$ cat config.mk
export PLATFORM = sky130hd
export DESIGN_NAME = spike_rate_decoder
export DESIGN_NICKNAME = d
export VERILOG_FILES = /design/src/rtl/spike_rate_decoder.sv
export SDC_FILE = /design/constraint.sdc
export NUM_CORES = 1
export LEC_CHECK = 0
export ABC_CLOCK_PERIOD_IN_PS = 1900
export CORE_ASPECT_RATIO = 0.7
export CORE_UTILIZATION = 35
export DETAILED_ROUTE_END_ITERATION = 8
export SETUP_SLACK_MARGIN = 0.02
export SLEW_MARGIN = 5
export SYNTH_ARGS = -nofsm -noshare
export SYNTH_HDL_FRONTEND = slang
export SYNTH_SLANG_ARGS = --single-unit
$ cat constraint.sdc
create_clock -name clk -period 1.9 [get_ports clk]
set_input_delay 0.38 -clock clk [delete_from_list [all_inputs] [get_ports clk]]
set_output_delay 0.38 -clock clk [all_outputs]
set_load 0.01 [all_outputs]
$ cat src/rtl/spike_rate_decoder.sv
// Converts a 1-bit spike stream into per-window spike counts and the latest
// inter-spike interval, delivered through a single-entry valid/ready buffer.
module spike_rate_decoder #(
  parameter int COUNT_W  = 8,
  parameter int ISI_W    = 8,
  parameter int WINDOW_W = 8
) (
  input  logic                clk,
  input  logic                rst_n,
  input  logic                ena,
  input  logic                spike_in,
  input  logic [WINDOW_W-1:0] window_len,
  output logic [COUNT_W-1:0]  rate_out,
  output logic [ISI_W-1:0]    isi_out,
  output logic                out_valid,
  input  logic                out_ready,
  output logic                overrun
);

  typedef enum logic {START, RUN} state_t;

  state_t              state_reg, state_next;
  logic [WINDOW_W-1:0] len_reg, len_next;
  logic [WINDOW_W-1:0] win_cnt_reg, win_cnt_next;
  logic [COUNT_W-1:0]  spike_cnt_reg, spike_cnt_next;
  logic [ISI_W-1:0]    isi_cnt_reg, isi_cnt_next;
  logic [ISI_W-1:0]    last_isi_reg, last_isi_next;
  logic                seen_reg, seen_next;
  logic [COUNT_W-1:0]  rate_reg, rate_next;
  logic [ISI_W-1:0]    isi_out_reg, isi_out_next;
  logic                valid_reg, valid_next;
  logic                overrun_reg, overrun_next;

  logic                last_cycle;
  logic                close;
  logic [COUNT_W-1:0]  count_base;
  logic [ISI_W-1:0]    isi_inc;

  always_ff @(posedge clk) begin
    if (!rst_n) begin
      state_reg     <= START;
      len_reg       <= '0;
      win_cnt_reg   <= '0;
      spike_cnt_reg <= '0;
      isi_cnt_reg   <= '0;
      last_isi_reg  <= '1;
      seen_reg      <= 1'b0;
      rate_reg      <= '0;
      isi_out_reg   <= '1;
      valid_reg     <= 1'b0;
      overrun_reg   <= 1'b0;
    end else begin
      state_reg     <= state_next;
      len_reg       <= len_next;
      win_cnt_reg   <= win_cnt_next;
      spike_cnt_reg <= spike_cnt_next;
      isi_cnt_reg   <= isi_cnt_next;
      last_isi_reg  <= last_isi_next;
      seen_reg      <= seen_next;
      rate_reg      <= rate_next;
      isi_out_reg   <= isi_out_next;
      valid_reg     <= valid_next;
      overrun_reg   <= overrun_next;
    end
  end

  always_comb begin
    state_next     = state_reg;
    len_next       = len_reg;
    win_cnt_next   = win_cnt_reg;
    spike_cnt_next = spike_cnt_reg;
    isi_cnt_next   = isi_cnt_reg;
    last_isi_next  = last_isi_reg;
    seen_next      = seen_reg;
    rate_next      = rate_reg;
    isi_out_next   = isi_out_reg;
    valid_next     = valid_reg;
    overrun_next   = overrun_reg;
    last_cycle     = 1'b0;
    count_base     = spike_cnt_reg;
    isi_inc        = (isi_cnt_reg == '1) ? isi_cnt_reg : isi_cnt_reg + ISI_W'(1);

    if (ena) begin
      case (state_reg)
        START: begin
          // START is window cycle 0: fresh length, fresh count
          len_next   = window_len;
          count_base = '0;
          if (window_len == '0) begin
            last_cycle   = 1'b1;
            win_cnt_next = '0;
          end else begin
            state_next   = RUN;
            win_cnt_next = WINDOW_W'(1);
          end
        end
        RUN: begin
          if (win_cnt_reg == len_reg) begin
            last_cycle   = 1'b1;
            state_next   = START;
            win_cnt_next = '0;
          end else begin
            win_cnt_next = win_cnt_reg + WINDOW_W'(1);
          end
        end
        default: state_next = START;
      endcase

      if (spike_in && count_base != '1)
        spike_cnt_next = count_base + COUNT_W'(1);
      else
        spike_cnt_next = count_base;

      if (spike_in) begin
        if (seen_reg) last_isi_next = isi_inc;
        isi_cnt_next = '0;
        seen_next    = 1'b1;
      end else begin
        isi_cnt_next = isi_inc;
      end
    end

    close = ena && last_cycle;

    if (valid_reg && out_ready) valid_next = 1'b0;

    // A close may refill the buffer in the same cycle it is being drained
    if (close) begin
      if (!valid_reg || out_ready) begin
        rate_next    = spike_cnt_next;
        isi_out_next = last_isi_next;
        valid_next   = 1'b1;
      end else begin
        overrun_next = 1'b1;
      end
    end
  end

  assign rate_out  = rate_reg;
  assign isi_out   = isi_out_reg;
  assign out_valid = valid_reg;
  assign overrun   = overrun_reg;

endmodule
Word-level counts from Yosys, hierarchy flattened
Cells that the tools add are included.

Register bits: 60. Input bits: 13. Output and inout bits: 18.

Add/sub/neg operators: 3. Eq/ne operators: 3. Mux-type cells: 22. Bitwise gates (word level): 2. Reductions and logical operators: 10.

Operator list (count): $mux W8 (10); $add A8 B1 Y8 const B (3); $pmux W8 S2 (1); $mux W1 (9); $eq A8 B8 Y1 (1); $eq A8 B8 Y1 const B (1); $logic_not A8 Y1 (1); $ne A8 B8 Y1 const B (1); $reduce_and A2 Y1 (4); $pmux W1 S2 (2); $logic_and A1 B1 Y1 (3); $not A1 Y1 (2); $logic_not A1 Y1 (1); $logic_or A1 B1 Y1 (1).

Longest topological paths before layout
Gate-level depths: netlist of run 1.

Depth after elaboration: 6. Gate-level depth with buffers: 8.

Least setup slack after synthesis of run 1
OpenSTA, ideal clock, no wires.

Kind: register -> register. Start: register state_reg. End: register rate_reg[6], in the netlist rate_out[6]. Arrival time: 2.026 ns. Data required time: 1.842 ns. Setup slack: -0.184 ns. Cell stages (with the launch flop): 9. Path buffers: 1. Clock period less this slack: 2.084 ns. Path through: dfxtp_1 clkbuf_1 and2_1 ha_1 nand4_1 nor3_1 nor2_1 a2111oi_1 a31o_2.

Cells in the longest elaborated chain, start to end: 6.

Ends and longest elaborated chain: start, declared (RTL line 22) `state_t state_reg, state_next;`; start signal, assigned (RTL line 53) `state_reg <= state_next;`; parallel branches: the longest is 6 deep, another holds $add A8 B1 Y8; end signal, assigned (RTL line 60) `rate_reg <= rate_next;`; end, declared (RTL line 29) `logic [COUNT_W-1:0] rate_reg, rate_next;`.

Parallel ways; which one is timed is not known. The select of a mux whose other input is x is not followed. A chain may end at the register's enable or synchronous reset.

Worst setup path after layout of run 1
Start: input port spike_in. End: register rate_reg[7], in the netlist rate_out[7].

Cells in the longest elaborated chain, start to end: 3.

Ends and longest elaborated chain: start, declared (RTL line 11) `input logic spike_in,`; $logic_and A1 B1 Y1 (RTL line 109) `if (spike_in && count_base != '1)`; $mux W8 (RTL line 109); $mux W8 (RTL line 83) `if (ena) begin`.

No other way between the ends.

==> results.sh, run 1 <==
export IMPL_cp_start_kind="primary input"
export IMPL_busiest_layer="met1"
export IMPL_post_synth_cell_area_avg_um2=8.73
export IMPL_period_share=0.980
export IMPL_antenna_found_initial=0
export IMPL_portBuffers=30
export IMPL_cp_startpoint="spike_in"
export IMPL_htree_levels=3
export IMPL_worstReg2RegEnd="rate_out[6]"
export IMPL_rsz0062_at_grt="yes"
export IMPL_track_usage=0.178
export IMPL_drt_total_wl_um=6990
export IMPL_skew_ps=6.32
export IMPL_synthTopCellsByArea="dfxtp_1 (43%), nand2_1 (8.0%), a21oi_1 (3.6%), xnor2_1 (3.5%), nor2_1 (2.8%)"
export IMPL_rr_startpoint="state_reg"
export IMPL_setup_violations=0
export IMPL_area_growth_pct=42.2
export IMPL_final_nets=405
export IMPL_grt_use_met1=0.257
export IMPL_vdd_drop_max_v=0.000799
export IMPL_ys_warn_count=0
export IMPL_cp_data_arrival_time_ps=2080
export IMPL_cts_buffer_depth=2
export IMPL_crit_type="in2reg"
export IMPL_leakage_nw=1.61
export IMPL_dp_hpwl_um=4910
export IMPL_min_delay_start="window_len[6]"
export IMPL_yosysTopAreaCell="dfxtp_1"
export IMPL_grt_overflow=0
export IMPL_end_kind="flop"
export IMPL_grt_pass1_wl_um=11100
export IMPL_final_max_slew_viol_count=0
export IMPL_cts_buffers=9
export IMPL_cts_root_buf="clkbuf_16"
export IMPL_first_pass_iters=4
export IMPL_drive_gt1_frac=0.226
export IMPL_fillers=738
export IMPL_die_height_um=76.5
export IMPL_finalNonFillerCells=492
export IMPL_ys_flop_type="dfxtp_1"
export IMPL_synthCells=318
export IMPL_drtAntennaViolNets=0
export IMPL_grt_pass1_vias=2286
export IMPL_numClockSinks=60
export IMPL_ff2ff_setup_slack_ps=60
export IMPL_fmax_ghz=0.537
export IMPL_clk_pin_slew_ps=50
export IMPL_hold_viol_final=0
export IMPL_place_inst=470
export IMPL_design_power_total_mw=3.56
export IMPL_required_ps=2120
export IMPL_crit_slowest_cell="clkdlybuf4s50_1"
export IMPL_r2r_cells=8
export IMPL_critical_path_max_stage_delay_ps=590
export IMPL_antennaDiodeCount=0
export IMPL_crit_chain="clkdlybuf4s50_1, and2_1, buf_4, o2111a_1, a41o_1, a21oi_1, a31o_2"
export IMPL_max_slew_margin=0.715
export IMPL_grt_max_degree=23
export IMPL_seq_area_frac_synth=0.432
export IMPL_row_count=26
export IMPL_wl_per_cell_um=14.2
export IMPL_synth_cell_area_mm2=0.00278
export IMPL_fin_crit_ps=1860
export IMPL_core_area_mm2=0.00748
export IMPL_pre_cts_ws_ps=-407
export IMPL_first_iter_violations=123
export IMPL_ys_ff_latch=60
export IMPL_synth_cell_types=55
export IMPL_async_flop_share=0
export IMPL_endpoint="rate_out[7]"
export IMPL_worstMarginPinSlew_ps=425
export IMPL_layout_commonest_cell="nand2_1"
export IMPL_vias_per_cell=5.03
export IMPL_fp_dieW_um=108
export IMPL_path_buf_inv=2
export IMPL_grtUsageMet2=0.243
export IMPL_gp_congestion=0.885
export IMPL_synth_top_area_share=0.432
export IMPL_holdWs_ps=439
export IMPL_cts_tree="built"
export IMPL_layout_common_cells="nand2_1 (59), dfxtp_1 (58), buf_4 (42), clkdlybuf4s50_1 (24), a21oi_1 (20)"
export IMPL_crit_cells=7
export IMPL_ios=31
export IMPL_cts_hold_buf=0
export IMPL_hold_path_class="in2reg"
export IMPL_path_max_fanout=4
export IMPL_fin_ws_ps=37.2
export IMPL_start_util=0.371
export IMPL_clk_latency_ps=330
export IMPL_drv_cap=0
export IMPL_use_met3=0.0565
export IMPL_powerDensity_mw_per_mm2=901
export IMPL_die_area_mm2=0.00830
export IMPL_drc_errors=0
export IMPL_route_vias_total=2476
export IMPL_synth_edff_count=0
export IMPL_cp_top_family="compound AO/OA/AOI/OAI gates"
export IMPL_status="complete, no violations"
export IMPL_syn_nets=334
==> report_power, final <==
group	switching (mW)	leakage [nW]	internal [mW]
Sequential	0.0221	0.488	1.29
Combinational	0.171	0.950	0.154
Clock	0.569	0.173	1.35
==> synth_stat cells, drive strengths merged, types with 2 or more instances <==
library cell / instances
a2bb2oi: 2
a21oi: 20
ha: 3
o21a: 2
nand4b: 2
nand2: 60
nor2b: 2
o211ai: 6
xnor2: 11
inv: 8
nand4: 8
nor3: 4
or4: 2
nor3b: 3
and3: 5
o21ai: 7
a41o: 2
nand3: 6
o311ai: 4
nor2: 22
buf: 7
mux2: 7
xor2: 8
a31oi: 5
and2: 4
o211a: 3
a31o: 3
mux2i: 6
dfxtp: 60
nand2b: 9
clkbuf: 11
==> stage by stage <==
stage | cell area (um2) | TNS, ps | utilization
floorplan | 2790 | -153 | -
global placement | 3460 | -7960 | 0.463
detailed placement | 3460 | -8560 | 0.463
CTS | 3860 | 0 | 0.515
global route | 3950 | -5.63 | 0.528
finish | 3950 | 0 | 0.528
==> repair_timing <==
action | CTS | global route
cloned | 1 | 1
setup buffers | 0 | 4
pin swaps | 5 | 9
resized for setup | 13 | 13
endpoints found under the setup margin | 15 | 18
==> routing by layer <==
layer	up-vias	share of wire
li1	1269	-
met1	1136	0.51
met2	62	0.41
met3	9	0.056
met4	0	0.014
met5	-	0
==> how the worst min path moves through the flow <==
stage | slack (ps) | depth (start not counted) | endpoint
after floorplan | 450 | 2 | last_isi_reg[2]
after global placement | 450 | 2 | overrun
after detailed placement | 450 | 2 | overrun
after CTS | 440 | 3 | len_reg[4]
after global routing | 450 | 3 | len_reg[4]
final | 440 | 4 | len_reg[6]
==> final cells by class <==
class,instances,area (um2),area share
clock buffer,12,256,0.0650
clock inverter,4,95.1,0.0241
inverter,8,30.0,0.00760
multi-input combinational,233,1550,0.393
sequential,60,1210,0.305
tap,98,123,0.0311
timing repair buffer,77,688,0.174
==> cell families after synthesis <==
kind of cell,share of synthesized area
AOI/OAI and AO/OA,0.169
xor gates and xnor gates,0.0599
adders and majority gates,0.0135
buffers and inverters,0.0419
DFF,0.432
muxes,0.0527
and+or+nand+nor,0.230
==> worst min-delay path, stage by stage <==
cell	delay [ps]
dlymetal6s2s_1	110
buf_4	110
nand2_1	40
a21oi_1	100
(Power assumes the default switching activity.)
==> run 2, diff against run 1 <==
==> constraint.sdc (replaced) <==
create_clock -name clk -period 1.9 [get_ports clk]
set_input_delay 0.475 -clock clk [delete_from_list [all_inputs] [get_ports clk]]
set_output_delay 0.475 -clock clk [all_outputs]
set_load 0.01 [all_outputs]
==> results.sh, run 2 (synthesis results as in run 1) <==
export IMPL_status="complete, no violations"
export IMPL_drc_errors=0
export IMPL_vias_per_cell=5.00
export IMPL_dp_hpwl_um=4890
export IMPL_antenna_found_initial=0
export IMPL_final_max_slew_viol_count=0
export IMPL_die_height_um=76.5
export IMPL_cts_root_buf="clkbuf_16"
export IMPL_die_area_mm2=0.00830
export IMPL_powerDensity_mw_per_mm2=839
export IMPL_cts_buffer_depth=2
export IMPL_hold_viol_final=0
export IMPL_start_util=0.371
export IMPL_vdd_drop_max_v=0.000502
export IMPL_htree_levels=3
export IMPL_grt_pass1_vias=2407
export IMPL_worstMarginPinSlew_ps=403
export IMPL_drt_total_wl_um=6740
export IMPL_hold_path_class="reg2reg"
export IMPL_worstReg2RegEnd="rate_out[6]"
export IMPL_crit_type="in2reg"
export IMPL_skew_ps=6.55
export IMPL_drv_cap=0
export IMPL_leakage_nw=1.64
export IMPL_layout_commonest_cell="nand2_1"
export IMPL_required_ps=2110
export IMPL_setup_tns_final_ps=0
export IMPL_first_iter_violations=125
export IMPL_fmax_ghz=0.544
export IMPL_cp_start_kind="primary input"
export IMPL_highest_layer="met4"
export IMPL_finalInstanceArea_mm2=0.00394
export IMPL_period_share=0.967
export IMPL_layout_common_cells="nand2_1 (59), dfxtp_1 (57), buf_4 (54), nor2_1 (21)"
export IMPL_placed_area_mm2=0.00354
export IMPL_pre_cts_ws_ps=-533
export IMPL_max_slew_margin=0.728
export IMPL_grt_pass1_wl_um=11200
export IMPL_cp_data_arrival_time_ps=2050
export IMPL_end_kind="flop"
export IMPL_design_power_total_mw=3.31
export IMPL_drtAntennaViolNets=0
export IMPL_setup_violations=0
export IMPL_cts_tree="built"
export IMPL_multi_input_area_mm2=0.00154
export IMPL_fin_ws_ps=61.8
export IMPL_numClockSinks=60
export IMPL_clk_pin_slew_ps=50
export IMPL_antennaDiodeCount=0
export IMPL_rsz0062_at_grt="yes"
export IMPL_track_usage=0.175
export IMPL_fillers=728
export IMPL_ff2ff_setup_slack_ps=70
export IMPL_portBuffers=30
export IMPL_min_delay_start="rate_out[2]"
export IMPL_route_vias_total=2496
export IMPL_fin_crit_ps=1840
export IMPL_path_max_fanout=8
export IMPL_final_nets=414
export IMPL_regArea_mm2=0.00120
export IMPL_hold_path_end="rate_out[2]"
export IMPL_grt_overflow=0
export IMPL_grt_max_degree=22
export IMPL_area_growth_pct=41.9
export IMPL_finish_utilization=0.527
export IMPL_min_path_cells=2
export IMPL_drive_gt1_frac=0.247
export IMPL_rr_startpoint="state_reg"
export IMPL_m1WireLength_um=3470
export IMPL_ios=31
export IMPL_route_met3_wl_um=339
export IMPL_gp_congestion=0.826
export IMPL_cts_hold_buf=0
export IMPL_cts_buffers=9
export IMPL_r2r_cells=8
export IMPL_fp_dieW_um=108
export IMPL_wl_per_cell_um=13.5
export IMPL_route_met2_wl_um=2810
export IMPL_core_area_mm2=0.00748
export IMPL_first_pass_iters=5
export IMPL_clk_latency_ps=330
export IMPL_row_count=26
run 2: changes by cell type in the layout (fill, tap and decap cells not counted), moves of 2 or more:
| cell | change |
|---|---|
| and2_1 | -2 |
| and2_4 | +2 |
| buf_12 | -2 |
| buf_4 | +12 |
| bufinv_16 | -2 |
| clkbuf_8 | +2 |
| clkdlybuf4s50_1 | -4 |
| dfxtp_2 | +2 |
| dlygate4sd2_1 | +4 |
| nor2_1 | +2 |
| nor2_2 | -2 |
run 2: what timing repair did:
item / CTS / global route
setup endpoints to repair: 16 / 13
resized for setup: 20 / 12
pin swaps: 5 / 10
cloned: 0 / 0
buffers inserted: 0 / 2
run 2: layout make-up:
class	count	area share
tap	98	0.0311
inverter	8	0.00762
timing repair buffer	87	0.188
clock buffer	13	0.0711
clock inverter	1	0.00762
sequential	60	0.306
multi-input combinational	232	0.389
run 2: how the worst max path moves through the flow:
stage | from | endpoint | slack, ps
after detailed placement | window_len[6] | isi_out[5] | -530
after global placement | window_len[6] | isi_out[6] | -490
final | window_len[6] | isi_out[1] | 60
after CTS | isi_cnt_reg[0] | isi_out[2] | 30
after global routing | state_reg | rate_out[6] | -60
after floorplan | window_len[6] | isi_out[4] | -130
run 2: power breakdown:
group          switching [mW]  leakage, nW  internal [mW]  total, mW
Combinational           0.158         1.00          0.153      0.312
Clock                   0.539        0.154           1.14       1.68
Sequential             0.0207        0.488           1.29       1.31
run 2: critical path, cell delays in order:
cell	delay [ps]
dlygate4sd2_1	250
or4_4	550
nor2_4	140
o211a_4	210
nand2_8	100
mux2_4	320
run 2: routing by layer:
metal | global-route usage | up-vias
met2 | 0.248 | 53
met3 | 0.0556 | 9
met5 | 0 | -
li1 | - | 1279
met4 | 0.0824 | 0
met1 | 0.237 | 1155
run 2: metrics by stage:
stage / hold slack [ps] / std cells
2_1_floorplan: 446 / 318
3_3_place_gp: 442 / 483
3_5_place_dp: 453 / 483
4_1_cts: 460 / 497
5_1_grt: 483 / 499
6_report: 453 / 499
